`src/rtl/keypad_scan_4x4_if.sv`:
```
// Keypad-side and key-output signals of the 4x4 scanner, bundled for port hookup.
// master = scanner, slave = keypad/consumer side.
interface keypad_scan_4x4_if;
  logic [3:0] row_in;
  logic [3:0] col_out;
  logic       key_valid;
  logic [3:0] key_code;
  logic       key_event;

  modport master (
    input  row_in,
    output col_out,
    output key_valid,
    output key_code,
    output key_event
  );

  modport slave (
    output row_in,
    input  col_out,
    input  key_valid,
    input  key_code,
    input  key_event
  );
endinterface

```
`src/rtl/keypad_scan_4x4.sv`:
```
// 4x4 matrix keypad scanner: one-cold column drive, synchronized active-low rows,
// single-key frame detection and frame-count debounce with a held key code.
module keypad_scan_4x4 #(
  parameter int SCAN_DIV   = 100_000,
  parameter int DEB_FRAMES = 10
) (
  input  logic              clk,
  input  logic              sys_rst_n,
  keypad_scan_4x4_if.master kp
);

  localparam int CW = $clog2(SCAN_DIV);
  localparam int SW = $clog2(DEB_FRAMES + 1);
  localparam logic [CW-1:0] DWELL_LAST = CW'(SCAN_DIV - 1);
  localparam logic [SW-1:0] STABLE_MAX = SW'(DEB_FRAMES);
  // Frame results and the candidate are {is_key, code}; NONE keeps code zero so compares are exact.
  localparam logic [4:0]    RES_NONE   = 5'b0_0000;

  logic [3:0]    row_meta_reg;
  logic [3:0]    row_sync_reg;
  logic [CW-1:0] dwell_reg;
  logic [1:0]    col_idx_reg;
  logic [3:0]    col_out_reg;
  logic [1:0]    hits_reg;
  logic [1:0]    hit_row_reg;
  logic [1:0]    hit_col_reg;
  logic [4:0]    cand_reg;
  logic [SW-1:0] stable_reg;
  logic          key_valid_reg;
  logic [3:0]    key_code_reg;
  logic          key_event_reg;

  logic [1:0]    col_idx_next;
  logic [3:0]    col_out_next;
  logic [2:0]    low_cnt;
  logic [1:0]    low_row;
  logic [2:0]    hits_sum;
  logic [1:0]    hits_next;
  logic [4:0]    frame_res;
  logic [SW-1:0] stable_next;
  logic          accept;
  logic          sample;
  logic          frame_end;

  function automatic logic [3:0] key_map(input logic [1:0] r, input logic [1:0] c);
    logic [3:0] code;
    case ({r, c})
      4'h0: code = 4'h1;
      4'h1: code = 4'h2;
      4'h2: code = 4'h3;
      4'h3: code = 4'hA;
      4'h4: code = 4'h4;
      4'h5: code = 4'h5;
      4'h6: code = 4'h6;
      4'h7: code = 4'hB;
      4'h8: code = 4'h7;
      4'h9: code = 4'h8;
      4'hA: code = 4'h9;
      4'hB: code = 4'hC;
      4'hC: code = 4'hE;
      4'hD: code = 4'h0;
      4'hE: code = 4'hF;
      default: code = 4'hD;
    endcase
    return code;
  endfunction

  assign col_idx_next = col_idx_reg + 2'd1;

  generate
    for (genvar gi = 0; gi < 4; gi++) begin : g_col
      assign col_out_next[gi] = (col_idx_next != 2'(gi));
    end
  endgenerate

  assign sample    = (dwell_reg == DWELL_LAST);
  assign frame_end = sample && (col_idx_reg == 2'd3);

  always_comb begin
    low_cnt = 3'd0;
    low_row = 2'd0;
    for (int r = 0; r < 4; r++) begin
      if (!row_sync_reg[r]) begin
        low_cnt = low_cnt + 3'd1;
        low_row = 2'(r);
      end
    end
  end

  // Hit count saturates at 2: anything beyond one low bit per frame means "reject".
  always_comb begin
    hits_sum  = {1'b0, hits_reg} + low_cnt;
    hits_next = (hits_sum > 3'd1) ? 2'd2 : hits_sum[1:0];
    frame_res = RES_NONE;
    if (hits_sum == 3'd1) begin
      if (hits_reg == 2'd1) frame_res = {1'b1, key_map(hit_row_reg, hit_col_reg)};
      else                  frame_res = {1'b1, key_map(low_row, col_idx_reg)};
    end
  end

  always_comb begin
    stable_next = stable_reg;
    accept      = 1'b0;
    if (frame_res != cand_reg) begin
      stable_next = SW'(1);
      accept      = (DEB_FRAMES == 1);
    end else if (stable_reg < STABLE_MAX) begin
      stable_next = stable_reg + SW'(1);
      accept      = ((stable_reg + SW'(1)) == STABLE_MAX);
    end
  end

  always_ff @(posedge clk or negedge sys_rst_n) begin
    if (!sys_rst_n) begin
      row_meta_reg  <= 4'hF;
      row_sync_reg  <= 4'hF;
      dwell_reg     <= '0;
      col_idx_reg   <= 2'd0;
      col_out_reg   <= 4'b1110;
      hits_reg      <= 2'd0;
      hit_row_reg   <= 2'd0;
      hit_col_reg   <= 2'd0;
      cand_reg      <= RES_NONE;
      stable_reg    <= '0;
      key_valid_reg <= 1'b0;
      key_code_reg  <= 4'h0;
      key_event_reg <= 1'b0;
    end else begin
      row_meta_reg  <= kp.row_in;
      row_sync_reg  <= row_meta_reg;
      key_event_reg <= 1'b0;
      if (sample) begin
        dwell_reg   <= '0;
        col_idx_reg <= col_idx_next;
        col_out_reg <= col_out_next;
        if (frame_end) begin
          hits_reg   <= 2'd0;
          cand_reg   <= frame_res;
          stable_reg <= stable_next;
          if (accept) begin
            if (frame_res[4]) begin
              key_valid_reg <= 1'b1;
              key_code_reg  <= frame_res[3:0];
              key_event_reg <= !key_valid_reg || (key_code_reg != frame_res[3:0]);
            end else begin
              key_valid_reg <= 1'b0;
            end
          end
        end else begin
          hits_reg <= hits_next;
          if (hits_reg == 2'd0 && low_cnt == 3'd1) begin
            hit_row_reg <= low_row;
            hit_col_reg <= col_idx_reg;
          end
        end
      end else begin
        dwell_reg <= dwell_reg + CW'(1);
      end
    end
  end

  assign kp.col_out   = col_out_reg;
  assign kp.key_valid = key_valid_reg;
  assign kp.key_code  = key_code_reg;
  assign kp.key_event = key_event_reg;

endmodule

```
`src/flat_wrapper.sv`:
```
// flat-port wrapper written by rule: the top's interface ports become plain ports
module keypad_scan_4x4_flat 
#(
  parameter int SCAN_DIV   = 100_000,
  parameter int DEB_FRAMES = 10
)
  (clk, sys_rst_n, kp_row_in, kp_col_out, kp_key_valid, kp_key_code, kp_key_event);
  keypad_scan_4x4_if kp_i ();
  input  logic clk;
  input  logic sys_rst_n;
  input wire logic [$bits(kp_i.row_in)-1:0] kp_row_in;
  output wire logic [$bits(kp_i.col_out)-1:0] kp_col_out;
  output wire logic [$bits(kp_i.key_valid)-1:0] kp_key_valid;
  output wire logic [$bits(kp_i.key_code)-1:0] kp_key_code;
  output wire logic [$bits(kp_i.key_event)-1:0] kp_key_event;
  assign kp_i.row_in = kp_row_in;
  assign kp_col_out = kp_i.col_out;
  assign kp_key_valid = kp_i.key_valid;
  assign kp_key_code = kp_i.key_code;
  assign kp_key_event = kp_i.key_event;
  keypad_scan_4x4 #(.SCAN_DIV(SCAN_DIV), .DEB_FRAMES(DEB_FRAMES)) u_core (.clk(clk), .sys_rst_n(sys_rst_n), .kp(kp_i));
endmodule
```
`config.mk`:
```
export PLATFORM = sky130hd
export DESIGN_NAME = keypad_scan_4x4_flat
export DESIGN_NICKNAME = d
export VERILOG_FILES = /design/src/rtl/keypad_scan_4x4_if.sv /design/src/rtl/keypad_scan_4x4.sv /design/src/flat_wrapper.sv
export SDC_FILE = /design/constraint.sdc
export NUM_CORES = 1
export LEC_CHECK = 0
export BUFFER_PORTS_ARGS = -buffer_cell sky130_fd_sc_hd__buf_2
export CAP_MARGIN = 10
export CELL_PAD_IN_SITES_DETAIL_PLACEMENT = 0
export CELL_PAD_IN_SITES_GLOBAL_PLACEMENT = 2
export CORE_UTILIZATION = 29
export CTS_CLUSTER_SIZE = 30
export DETAILED_ROUTE_END_ITERATION = 7
export PLACE_DENSITY = 0.63
export REMOVE_ABC_BUFFERS = 1
export SLEW_MARGIN = 20
export SYNTH_ARGS = -nofsm -noshare
export SYNTH_HDL_FRONTEND = slang
export SYNTH_SLANG_ARGS = --single-unit
```
`constraint.sdc`:
```
create_clock -name clk -period 8.5 [get_ports clk]
set_input_delay 0.425 -clock clk [delete_from_list [all_inputs] [get_ports clk]]
set_output_delay 0.425 -clock clk [all_outputs]
set_load 0.01 [all_outputs]
```
* Word level (Yosys, flattened, before mapping)
Memories as Yosys holds them, arrays and structs flattened. Index checks and enable logic that the tools add are counted.
Operators by class: add/sub/neg operators 7, multiply operators 0, div/mod/pow operators 0, $lt $le $gt $ge 2, equality and inequality tests 11, shift operators 0, muxes and demuxes 21, bitwise logic cells 1, reduce and logical (&&, ||, !) cells 12
Operators with widths (number):
- 17-bit by 1-bit adder with 17-bit output (second input constant) | 1
- 17-bit == test (second input constant) | 1
- 17-bit two-way mux | 1
- 4-bit two-way mux | 3
- 1-bit two-way mux | 9
- 3-bit two-way mux | 3
- 3-bit AND reduction | 3
- 2-bit two-way mux | 4
- 3-bit by 1-bit adder with 3-bit output (second input constant) | 2
- 3-bit by 1-bit == test with 1-bit output (second input constant) | 2
- 5-bit two-way mux | 1
- 5-bit != test | 1
- 4-bit by 1-bit adder with 4-bit output (second input constant) | 1
- 4-bit == test (second input constant) | 1
- 4-bit < comparator (second input constant) | 1
- 2-bit != test (second input constant) | 2
- 4-bit != test | 1
- 4-bit AND reduction | 1
- 2-bit nonzero test | 2
- 2-bit by 3-bit adder with 3-bit output | 1
- 3-bit by 1-bit > comparator with 1-bit output (second input constant) | 1
- 1-bit by 1-bit adder with 2-bit output (second input constant) | 1
- 2-bit by 1-bit adder with 2-bit output (second input constant) | 1
- 2-bit by 1-bit == test with 1-bit output (second input constant) | 1
- other kinds (8) | 9
Storage, ports and cells: flip-flop bits (word level) 52, latch bits 0, bits in writable memories 0, memory bits (read-only) 128, memories 2
Memories:
- (no name shown) | depth 16, bits a word 4, rd ports 1, clocked after Yosys merged registers in 0, write ports 0, RTL line keypad_scan_4x4.sv:47 | case ({r, c})
- (no name shown) | depth 16, bits a word 4, rd ports 1, clocked after Yosys merged registers in 0, write ports 0, RTL line keypad_scan_4x4.sv:47

* Logic depth before layout (Yosys ltp)
depth in word-level cells 16, depth in mapped cells 14

* Worst setup path after synthesis
Ideal clock, no wire load.
kind reg-to-reg, start reg u_core.row_sync_reg[1], end reg u_core.key_code_reg[1], in the netlist u_core.kp.key_code[1], arrival 3507 ps, data required time 8375 ps, setup slack 4868 ps, stages on the path, launching flop included 14, buffers on the path 0, path through dfstp_2 > inv_1 > ha_1 > xnor2_1 > ha_1 > nor2_1 > a21oi_1 > fa_1 > xor3_2 > nor2_8 > nand2_2 > o31ai_4 > nand4_4 > mux2_4
On the way: longest elaborated chain between the ends 11, elaborated cells between the ends (all ways) 16, classes of those cells add/sub (3); eq/ne (2); mux (9); reduce/logical (1); memory (1)
RTL lines:
- from (decl) | RTL line keypad_scan_4x4.sv:20 | logic [3:0] row_sync_reg;
- from (signal assigned) | RTL line keypad_scan_4x4.sv:130 | row_sync_reg <= row_meta_reg;
- 3-bit two-way mux | RTL line keypad_scan_4x4.sv:83 | if (!row_sync_reg[r]) begin
- 3-bit by 1-bit adder with 3-bit output | RTL line keypad_scan_4x4.sv:84 | low_cnt = low_cnt + 3'd1;
- 3-bit two-way mux | RTL line keypad_scan_4x4.sv:83
- 3-bit by 1-bit adder with 3-bit output | RTL line keypad_scan_4x4.sv:84
- 3-bit two-way mux | RTL line keypad_scan_4x4.sv:83
- 2-bit by 3-bit adder with 3-bit output | RTL line keypad_scan_4x4.sv:92 | hits_sum = {1'b0, hits_reg} + low_cnt;
- 3-bit by 1-bit == test with 1-bit output | RTL line keypad_scan_4x4.sv:95 | if (hits_sum == 3'd1) begin
- 5-bit two-way mux * | RTL line keypad_scan_4x4.sv:95
- 5-bit != test | RTL line keypad_scan_4x4.sv:104 | if (frame_res != cand_reg) begin
- 1-bit two-way mux | RTL line keypad_scan_4x4.sv:104
- 4-bit AND reduction (no line)
- to (signal assigned) | RTL line keypad_scan_4x4.sv:143 | key_code_reg <= frame_res[3:0];
- to (decl) | RTL line keypad_scan_4x4.sv:30 | logic [3:0] key_code_reg;
Every way passes the cells marked *; elsewhere a longest branch is shown, timed or not. A chain may end at the register's enable or synchronous reset.

* Final worst setup path
Same ends and word-level chain as after synthesis.

==> results.sh <==
export IMPL_ctsLongestPathBuffers=2
export IMPL_yosysSeqAreaShare_pct=44.5
export IMPL_finalNonFillerCells=441
export IMPL_tns_ps=0
export IMPL_wl_met2_um=2760
export IMPL_ant_nets=0
export IMPL_cp_start_kind="flip-flop"
export IMPL_cp_slowest_cell="dfstp_2"
export IMPL_fin_util_pct=33.4
export IMPL_synth_edf_count=0
export IMPL_io_buffer_count=15
export IMPL_slew_violations=0
export IMPL_core_region_area_mm2=0.00982
export IMPL_synth_async_reset_ratio_pct=100
export IMPL_post_route_min_period_ps=3860
export IMPL_setup_viol=0
export IMPL_grt_max_degree=53
export IMPL_hold_viol=0
export IMPL_wl_met3_um=186
export IMPL_synth_top_area_share_pct=34.7
export IMPL_syn_area_per_cell_um2=10.1
export IMPL_yosysWarnings=0
export IMPL_area_growth_pct=10.9
export IMPL_cp_common_cell="ha_1"
export IMPL_dp_cells=433
export IMPL_cp_end_kind="flip-flop"
export IMPL_synth_top_cell_by_area="dfrtp_1"
export IMPL_ys_types=55
export IMPL_synth_area_leaders="dfrtp_1, dfstp_2, ha_1, xnor2_1, nand2_1"
export IMPL_worstPathArrival_ps=4060
export IMPL_ys_seq_elements=52
export IMPL_cap_violations=0
export IMPL_ir_worst_vdd_mv=0.0771
export IMPL_wl_um=6120
export IMPL_path_buf_inv=1
export IMPL_ios=16
export IMPL_slew_limit_headroom_pct=43.3
export IMPL_synth_main_ff_cell="dfrtp_1"
export IMPL_drc=0
export IMPL_num_rows=36
export IMPL_initialDrtViolationCount=44
export IMPL_htree_levels=2
export IMPL_vias_per_cell=4.65
export IMPL_top_layer="met4"
export IMPL_cts_setup_buffers=0
export IMPL_wl_per_cell_um=13.9
export IMPL_holdCritPathClass="in -> reg"
export IMPL_largest_reg_flops=17
export IMPL_antenna_found_initial=0
export IMPL_path_class="reg -> reg"
export IMPL_holdBufCountCts=0
export IMPL_grt_pass1_vias=2137
export IMPL_grt_overflow=0
export IMPL_wl_met1_um=3110
export IMPL_drive_gt1_share_pct=14.0
export IMPL_die_w_um=103
export IMPL_hpwl_um=4410
export IMPL_grt_pass1_wl_um=10900
export IMPL_start_util_pct=30.1
export IMPL_first_pass_iters=4
export IMPL_syn_area_mm2=0.00296
export IMPL_slowest_delay_ps=580
export IMPL_netlist_instances=292
export IMPL_clk_pin_slew_worst_paths_ps=100
export IMPL_vias=2051
export IMPL_fmax_mhz=259
export IMPL_root_buffer="clkbuf_8"
export IMPL_cts_resized=0
export IMPL_p_per_area_mw_per_mm2=141
export IMPL_num_antenna_cells=0
export IMPL_placed_area_mm2=0.00317
export IMPL_grtUsageTotal_pct=13.3
export IMPL_finalCritPeriodShare_pct=45.4
export IMPL_fp_dieH_um=103
export IMPL_place_congestion=0.759
export IMPL_critPathTopFamily="adder cells"
export IMPL_tightest_slew_ps=844
export IMPL_fin_ws_ps=4640
export IMPL_p_leak_nw=1.41
export IMPL_crit_fanout=7
export IMPL_rsz0062_at_grt="false"
export IMPL_numCtsBuffers=5
export IMPL_skew_ps=7.23
export IMPL_preCtsSetupSlack_ps=4620
export IMPL_crit_chain="inv_1 -> ha_1 -> xnor2_1 -> ha_1 -> nor2_1 -> a21oi_1 -> fa_1 -> xor3_2 -> nor2_8 -> nand2_2 -> o31ai_4 -> nand4_4 -> mux2_4"
export IMPL_status="completed"
export IMPL_fin_area_mm2=0.00328
export IMPL_cts_sinks=52
export IMPL_die_area_mm2=0.0106
export IMPL_finalNetCount=332
export IMPL_cp_data_required_time_ps=8700
export IMPL_clock_latency_ps=310
export IMPL_cts_tree="yes"
-- layout by cell type (no fill, tap or decap), types with 7 or more instances in the layout --
master and instances:
a21oi_1 7, buf_2 15, dfrtp_1 41, dfstp_2 11, ha_1 18, inv_1 16
nand2_1 30, nand3_1 16, nor2_1 23, o21ai_0 17, xnor2_1 13, xor2_1 11
-- final timing paths --
path	startpoint	slack, ps	endpoint	depth (start not counted)
max	u_core.row_sync_reg[1]	4640	u_core.kp.key_code[1]	13
min	kp_row_in[3]	200	u_core.row_meta_reg[3]	1
max reg2reg	u_core.row_sync_reg[1]	4640	u_core.kp.key_code[1]	13
min reg2reg	u_core.row_meta_reg[3]	360	u_core.row_sync_reg[3]	0
max in group asynchronous	sys_rst_n	7820	u_core.kp.col_out[0]	2
min in group asynchronous	sys_rst_n	230	u_core.hit_row_reg[0]	2
-- area by class of cell --
cell class                      count  area [um2]
Fill cell                        1022        6540
Multi-Input combinational cell    216        1550
Sequential cell                    52        1320
Tap cell                          133         166
Clock buffer                        7        97.6
Timing Repair Buffer               16        82.6
Inverter                           16        60.1
Clock inverter                      1        8.76
-- layer usage --
metal	track usage, %	up-vias
met5	0	-
met4	3.68	0
met3	2.71	6
met2	21.7	25
met1	18.0	976
li1	-	1044
-- cell families after synthesis --
logic type                 share of synthesized area (%)
adders and majority gates                           8.30
buffers and inverters                               3.18
muxes                                               3.26
xor gates and xnor gates                            8.72
DFF                                                 44.5
and+or+nand+nor                                     20.0
AOI/OAI and AO/OA                                   12.0
-- metrics by stage --
step | hold WS (ps) | power, mW
2_1_floorplan | 129 | 0.289
3_3_place_gp | 346 | 0.304
3_5_place_dp | 347 | 0.304
4_1_cts | 194 | 0.471
5_1_grt | 183 | 0.485
6_report | 204 | 0.463
-- synthesized netlist by cell type (3+ instances only) --
| cell type | number |
|---|---|
| a21oi_1 | 7 |
| o211ai_1 | 3 |
| clkbuf_1 | 5 |
| and2_1 | 5 |
| nor3_1 | 6 |
| nand3_1 | 16 |
| xnor2_1 | 13 |
| nand4_1 | 4 |
| buf_2 | 3 |
| nor2b_1 | 6 |
| mux2_4 | 3 |
| nand2b_1 | 6 |
| a31oi_1 | 3 |
| o31ai_1 | 3 |
| inv_1 | 16 |
| ha_1 | 18 |
| nand2_1 | 30 |
| dfrtp_1 | 41 |
| o21ai_0 | 17 |
| nor2_1 | 23 |
| xor2_1 | 11 |
| mux2i_1 | 4 |
| dfstp_2 | 11 |
-- report_power, final --
part / leakage (nW) / switching [mW] / internal, mW
registers: 0.674 / 0.00239 / 0.251
clock network: 0.0540 / 0.0871 / 0.0774
logic: 0.679 / 0.0287 / 0.0163
total: 1.41 / 0.118 / 0.345
Power figures use the tool's default switching activity.
